## config.mk

```make
export PLATFORM = sky130hd
export DESIGN_NAME = clk_period_meter
export DESIGN_NICKNAME = d
export VERILOG_FILES = /design/src/rtl/clk_meter_pkg.sv /design/src/rtl/sync_edge_detect.sv /design/src/rtl/clk_period_meter.sv
export SDC_FILE = /design/constraint.sdc
export NUM_CORES = 1
export LEC_CHECK = 0
export ABC_AREA = 1
export CORE_MARGIN = 10
export CORE_UTILIZATION = 60
export CTS_CLUSTER_DIAMETER = 30
export DETAILED_ROUTE_END_ITERATION = 7
export PLACE_DENSITY = 0.85
export SLEW_MARGIN = 5
export SYNTH_ARGS = -nofsm -noshare
export SYNTH_HDL_FRONTEND = slang
export SYNTH_SLANG_ARGS = --single-unit
```

## constraint.sdc

```tcl
create_clock -name clk_in -period 3.6 [get_ports clk_in]
set_clock_uncertainty 0.15 [all_clocks]
set_input_delay 0.9 -clock clk_in [delete_from_list [all_inputs] [get_ports clk_in]]
set_output_delay 0.9 -clock clk_in [all_outputs]
set_load 0.01 [all_outputs]
```

## src/rtl/clk_meter_pkg.sv

```systemverilog
// Shared types and constants for the clock period meter.
// The state enum and size bounds live here so that the sub-module and the top
// agree on them.
package clk_meter_pkg;

    // Measurement FSM states
    typedef enum logic [1:0] {
        ST_IDLE = 2'd0,
        ST_ARM  = 2'd1,
        ST_MEAS = 2'd2
    } meter_state_e;

    // Default width of the period/high-time counters
    localparam int CNT_WIDTH_DEFAULT = 16;

    // Synchroniser depth: default and legal range
    localparam int SYNC_STAGES_DEFAULT = 2;
    localparam int SYNC_STAGES_MIN     = 2;
    localparam int SYNC_STAGES_MAX     = 4;

endpackage : clk_meter_pkg

```

## src/rtl/sync_edge_detect.sv

```systemverilog
// Multi-flop synchroniser followed by a single edge-detect register.
// Rise/fall are reported SYNC_STAGES+1 cycles after the asynchronous
// transition. The latency is fixed, so edge-to-edge intervals are preserved.
// An out-of-range depth is clamped to the legal range.
module sync_edge_detect
    import clk_meter_pkg::*;
#(
    parameter int SYNC_STAGES = SYNC_STAGES_DEFAULT
) (
    input  logic clk_in,
    input  logic reset_n,
    input  logic async_in,
    output logic sync_out,
    output logic rise,
    output logic fall
);

    localparam int STAGES = (SYNC_STAGES < SYNC_STAGES_MIN) ? SYNC_STAGES_MIN :
                            (SYNC_STAGES > SYNC_STAGES_MAX) ? SYNC_STAGES_MAX :
                            SYNC_STAGES;

    logic [STAGES-1:0] sync_d;
    logic [STAGES-1:0] sync_q;
    logic              prev_d;
    logic              prev_q;

    // Shift the async input through the chain; remember the last synced level
    always_comb begin
        sync_d = {sync_q[STAGES-2:0], async_in};
        prev_d = sync_q[STAGES-1];
    end

    // Synchroniser and edge-detect registers
    always_ff @(posedge clk_in or negedge reset_n) begin
        if (!reset_n) begin
            sync_q <= '0;
            prev_q <= 1'b0;
        end else begin
            sync_q <= sync_d;
            prev_q <= prev_d;
        end
    end

    assign sync_out = sync_q[STAGES-1];
    assign rise     = sync_out & ~prev_q;
    assign fall     = ~sync_out & prev_q;

endmodule : sync_edge_detect

```

## src/rtl/clk_period_meter.sv

```systemverilog
// Measures the period and high time of an asynchronous periodic signal in
// clk_in cycles. Results leave through a valid/ready handshake. Timeout and
// overrun are reported as sticky flags that clear when enable drops.
// Optional feature: define PERIOD_MINMAX_EN to add min/max period tracking.
module clk_period_meter
    import clk_meter_pkg::*;
#(
    parameter int CNT_WIDTH   = CNT_WIDTH_DEFAULT,
    parameter int SYNC_STAGES = SYNC_STAGES_DEFAULT
) (
    input  logic                 clk_in,
    input  logic                 reset_n,
    input  logic                 sig_in,
    input  logic                 enable,
    output logic [CNT_WIDTH-1:0] period_out,
    output logic [CNT_WIDTH-1:0] high_out,
    output logic                 result_valid,
    input  logic                 result_ready,
    output logic                 timeout_out,
    output logic                 overrun_out
`ifdef PERIOD_MINMAX_EN
    ,
    output logic [CNT_WIDTH-1:0] min_period_out,
    output logic [CNT_WIDTH-1:0] max_period_out
`endif
);

    localparam logic [CNT_WIDTH-1:0] CNT_MAX = '1;

    logic                 rise;
    logic                 fall;
    logic                 sync_level_unused;

    meter_state_e         state_d,     state_q;
    logic [CNT_WIDTH-1:0] cnt_d,       cnt_q;
    logic [CNT_WIDTH-1:0] high_cap_d,  high_cap_q;
    logic                 high_seen_d, high_seen_q;
    logic                 timeout_d,   timeout_q;
    logic [CNT_WIDTH-1:0] period_d,    period_q;
    logic [CNT_WIDTH-1:0] high_d,      high_q;
    logic                 valid_d,     valid_q;
    logic                 overrun_d,   overrun_q;

    logic [CNT_WIDTH-1:0] cnt_inc;
    logic [CNT_WIDTH-1:0] res_period;
    logic [CNT_WIDTH-1:0] res_high;
    logic                 new_result;

    // The level output is not needed here; only the edges drive the FSM.
    sync_edge_detect #(
        .SYNC_STAGES (SYNC_STAGES)
    ) u_sync (
        .clk_in   (clk_in),
        .reset_n  (reset_n),
        .async_in (sig_in),
        .sync_out (sync_level_unused),
        .rise     (rise),
        .fall     (fall)
    );

    // counter+1 saturates, so a capture taken at the limit never wraps to zero
    assign cnt_inc    = (cnt_q == CNT_MAX) ? CNT_MAX : cnt_q + CNT_WIDTH'(1);
    assign res_period = cnt_inc;
    assign res_high   = high_seen_q ? high_cap_q : res_period;

    // FSM: arm on the first rise, then every rise closes one period and opens the next
    always_comb begin
        state_d     = state_q;
        cnt_d       = cnt_q;
        high_cap_d  = high_cap_q;
        high_seen_d = high_seen_q;
        timeout_d   = timeout_q;
        new_result  = 1'b0;
        if (!enable) begin
            state_d     = ST_IDLE;
            cnt_d       = '0;
            high_seen_d = 1'b0;
            timeout_d   = 1'b0;
        end else begin
            case (state_q)
                ST_IDLE: begin
                    cnt_d   = '0;
                    state_d = ST_ARM;
                end
                ST_ARM: begin
                    cnt_d = '0;
                    if (rise) begin
                        high_cap_d  = '0;
                        high_seen_d = 1'b0;
                        state_d     = ST_MEAS;
                    end
                end
                ST_MEAS: begin
                    if (rise) begin
                        new_result  = 1'b1;
                        cnt_d       = '0;
                        high_cap_d  = '0;
                        high_seen_d = 1'b0;
                    end else if (cnt_q == CNT_MAX) begin
                        timeout_d = 1'b1;
                        cnt_d     = '0;
                        state_d   = ST_ARM;
                    end else begin
                        cnt_d = cnt_inc;
                        if (fall) begin
                            high_cap_d  = cnt_inc;
                            high_seen_d = 1'b1;
                        end
                    end
                end
                default: begin
                    state_d = ST_IDLE;
                    cnt_d   = '0;
                end
            endcase
        end
    end

    // Result handshake: load when the slot is free or is being emptied, else flag overrun
    always_comb begin
        period_d  = period_q;
        high_d    = high_q;
        valid_d   = valid_q;
        overrun_d = overrun_q;
        if (new_result) begin
            if (!valid_q || result_ready) begin
                period_d = res_period;
                high_d   = res_high;
                valid_d  = 1'b1;
            end else begin
                overrun_d = 1'b1;
            end
        end else if (result_ready) begin
            valid_d = 1'b0;
        end
        if (!enable) begin
            overrun_d = 1'b0;
        end
    end

    // State, counter and result registers
    always_ff @(posedge clk_in or negedge reset_n) begin
        if (!reset_n) begin
            state_q     <= ST_IDLE;
            cnt_q       <= '0;
            high_cap_q  <= '0;
            high_seen_q <= 1'b0;
            timeout_q   <= 1'b0;
            period_q    <= '0;
            high_q      <= '0;
            valid_q     <= 1'b0;
            overrun_q   <= 1'b0;
        end else begin
            state_q     <= state_d;
            cnt_q       <= cnt_d;
            high_cap_q  <= high_cap_d;
            high_seen_q <= high_seen_d;
            timeout_q   <= timeout_d;
            period_q    <= period_d;
            high_q      <= high_d;
            valid_q     <= valid_d;
            overrun_q   <= overrun_d;
        end
    end

    assign period_out   = period_q;
    assign high_out     = high_q;
    assign result_valid = valid_q;
    assign timeout_out  = timeout_q;
    assign overrun_out  = overrun_q;

`ifdef PERIOD_MINMAX_EN
    logic [CNT_WIDTH-1:0] min_d, min_q;
    logic [CNT_WIDTH-1:0] max_d, max_q;

    // Track extremes over every produced result, including ones dropped by overrun
    always_comb begin
        min_d = min_q;
        max_d = max_q;
        if (!enable) begin
            min_d = '1;
            max_d = '0;
        end else if (new_result) begin
            if (res_period < min_q) min_d = res_period;
            if (res_period > max_q) max_d = res_period;
        end
    end

    // Min/max period registers
    always_ff @(posedge clk_in or negedge reset_n) begin
        if (!reset_n) begin
            min_q <= '1;
            max_q <= '0;
        end else begin
            min_q <= min_d;
            max_q <= max_d;
        end
    end

    assign min_period_out = min_q;
    assign max_period_out = max_q;
`endif

endmodule : clk_period_meter

```

==> impl_results.md <==
- Filler cell count: 415
- CP Data Required Time: 3730 ps
- Largest net degree at the start of global routing: 39
- Largest delay contributor family on the critical path: buffers and inverters
- Fraction of layout cells with a size suffix above 1: 0.09251
- Crit-path slowest cell: clkdlybuf4s50_1
- Crit-path max FO: 29
- Starting Density: 0.6227
- TritonCTS clock tree: built
- Crit-path cells: clkdlybuf4s50_1, inv_2, nor3_4, nand2_4, inv_2, or2_2, a21boi_1
- Busiest grt layer: met2
- GR met2 Demand/Resource: 0.2848
- Power Dens Cells: 459.1 nW/um^2
- Post-DP HPWL: 5636 microns
- Initial antenna violation count: 0
- Crit path arrival time: 2590 ps
- Final max-slew violation count: 0
- Critical Path Start Type: input pin
- Die ar.: 9227 sq um
- Fmax: 407.0 MHz
- Sequential area share after synthesis: 0.5263
- Internal: 1.346 mW
- Per-cell routed wire length: 15.11 microns
- Final WL: 7947 microns
- Worst hold stages: 0
- Clk_lat worst skew: 350 ps
- Min-delay src: u_sync.sync_q[0]
- GPL Wtd Cong: 0.8744
- Vias after detailed routing: 2,836
- Clock root cell: clkbuf_8
- Post-Synth Simple-Gate Area: 0.2931
- Critical path class: in -> reg
- RSZ-0062 raised after global routing: no
- Xor and xnor area share after synthesis: 0.01766
- Mux contribution to synthesized area: 0
- Residual DRC: 0
- ANT nets after route: 0
- Largest family of logic cells by synthesized area: simple AND/OR/NAND/NOR gates
- Ant. Diodes: 0
- Relative slew slack: 0.4591
- Post-synthesis register bit count: 73
- Clock sink count: 73
- Flop2flop setup slack: 1480 ps
- Overall Global Routing Usage: 0.1840
- First DRT Iteration DRCs: 150
- Syn_nets: 418
- Final setup fails: 0
- Maximum root-to-sink buffer count: 2
- Hold Path Class: reg -> reg
- Final Hold Viols: 0
- Largest stage delay on the critical path: 580 ps
- CP endpoint kind: flip-flop
- Final net count: 457
- Async S/R FF share, synth: 1.000
- Synth Area in Compound Gates: 0.08832
- # Max-Cap Violations: 0
- Peak VDD IR: 374.0 uV
- Drt pass-1 iters: 4
- Sequential share of power: 0.511
- Status: finished, final reports clean
- Post-cts sizing count: 0
- Final WS setup: 1143 ps
- Num CTS Buffers: 9
- DIE HEIGHT: 96.06 microns
- Mapped Cells: 410
- Core ar.: 5574 sq um
- Sw Share: 0.2776
- Die W: 96.06 microns
- Top_reg_cell synth: dfrtp_1
- First-pass GRT wire length: 13,030 microns
- Clock power frac: 0.307
- Vias in the first global route: 2,756
- Mapped Avg Cell Area: 8.465 sq um
- Buffers on Ports: 39
- Setup TNS: 0 ps
- GR Util met1: 0.2190
- Rows: 27
- Worst R2R Start: cnt_q[0]
- Area grow syn2layout: 16.91%
- Psw: 0.5171 mW
- Fin crit period: 2457 ps
- Setup Fix Bufs, Post-CTS: 0
- Place WS: 778.8 ps
- Hold Path Sink: u_sync.sync_q[1]
- Yosys warns: 0
- Vias per inst: 5.392
- GR met3 Demand/Resource: 0.05370
- Crit path buffers/inverters: 3
- Clk slew on worst S/H paths: 80 ps
- I/O Pins: 40
- H-tree Lvls: 3
- Comb pwr share: 0.182
- Fin crit share: 0.6825
- Global route overflow: 0
- Hold Buf Count CTS: 0
- Most used cell, CP: inv_2
- Lkg Pwr: 2.004 nW
- Worst-Margin Slew: 811.4 ps
- Netlist cell types: 32
- Worst Reg-to-Reg Cells: 9
- Adder-cell share of the synthesized area: 0.01081
- Synth Cell Area: 3471 sq um
- R2R Path End: high_cap_q[0]
- Number of synthesized flops with an enable pin: 0
-- power groups by stage --
stage	Combinational [mW]	Sequential [mW]	Clock, mW
after detailed placement	0.346	0.967	0
after CTS	0.348	0.952	0.574
after global routing	0.370	0.964	0.613
after floorplan	0.122	0.992	0
after global placement	0.341	0.967	0
final	0.339	0.952	0.572
-- cell usage in the layout, fill, tap and decap left out, types with 3 or more instances in the layout --
cell type / n
a21boi_1: 3
a21oi_1: 17
a2bb2oi_1: 5
clkbuf_8: 9
clkdlybuf4s50_1: 38
dfrtp_1: 73
ha_1: 3
inv_1: 33
inv_2: 3
nand2_1: 133
nand2_2: 7
nand3_1: 25
nand4_1: 9
nor2_1: 39
nor2_4: 4
o21a_1: 4
o21ai_0: 9
o21ai_1: 8
or2_2: 4
xnor2_1: 3
xor2_1: 4
-- worst register-to-register path, stage by stage (launching register included) --
cell     delay (ps)
dfrtp_1         420
ha_1            250
nand2_2          90
nor2_4          140
nand2_2         120
inv_2            70
nand2_2         310
nand2_1         250
nand2_1          70
o21ai_0         190
-- registers in the layout (all words and copies together) (netlist names) --
register,cells
timeout_out,1
result_valid,1
overrun_out,1
high_cap_q,16
u_sync.prev_q,1
state_q,2
period_out,16
u_sync.sync_q,2
cnt_q,16
high_seen_q,1
high_out,16
-- layer usage --
metal / routed length (microns) / vias to the layer above
met1: 3289 / 1333
li1: - / 1387
met2: 3738 / 95
met3: 580 / 21
met5: 0 / -
met4: 338 / 0
-- cell type report --
class	instances	area [sq um]	share of cell area
flip-flops and latches	73	1827	0.4502
repair buffers	41	412.9	0.1018
clock buffers	10	127.6	0.03145
multi-input cells	288	1423	0.3506
inverters	36	135.1	0.03330
well taps	72	90.09	0.02220
clock inverters	6	42.54	0.01048
-- cells in the mapped netlist (5+ instances only) --
library cell	n	area, sq um
nand2_1	133	499.2
inv_1	33	123.9
o21ai_0	9	45.04
nand2_2	7	43.79
o21ai_1	8	40.04
nand3_1	25	125.1
clkbuf_1	5	18.77
nor2_1	39	146.4
a2bb2oi_1	5	43.79
dfrtp_1	73	1827
nand4_1	9	56.30
a21oi_1	17	85.08
-- cells by family (layout without fill, tap and decap cells) --
family	count (synthesis)	count (layout)
simple gates	228	228
fa+ha+maj	3	3
compound gates	50	50
buf+inv	49	93
flops	73	73
xor+xnor	7	7
-- metrics by stage --
stage	instances	hold WS [ps]	instance area, sq um	power [mW]	utilization
after floorplan	410	181.2	3471	1.114	-
after global placement	510	191.1	3887	1.308	0.6974
after detailed placement	510	190.4	3887	1.313	0.6974
after CTS	526	213.0	4058	1.874	0.7279
after global routing	526	222.6	4058	1.947	0.7279
final	526	211.4	4058	1.863	0.7279
-- how the worst max path moves through the flow --
stage	from	end	slack, ps	depth (start not counted)
global route	enable	high_out[6]	1030	7
detailed placement	enable	high_out[12]	780	7
CTS	enable	high_out[5]	1150	7
finish	enable	high_out[5]	1140	7
global placement	enable	high_out[12]	870	7
floorplan	result_ready	high_out[12]	1650	7
Note: power is estimated with default switching activity, not from simulation.
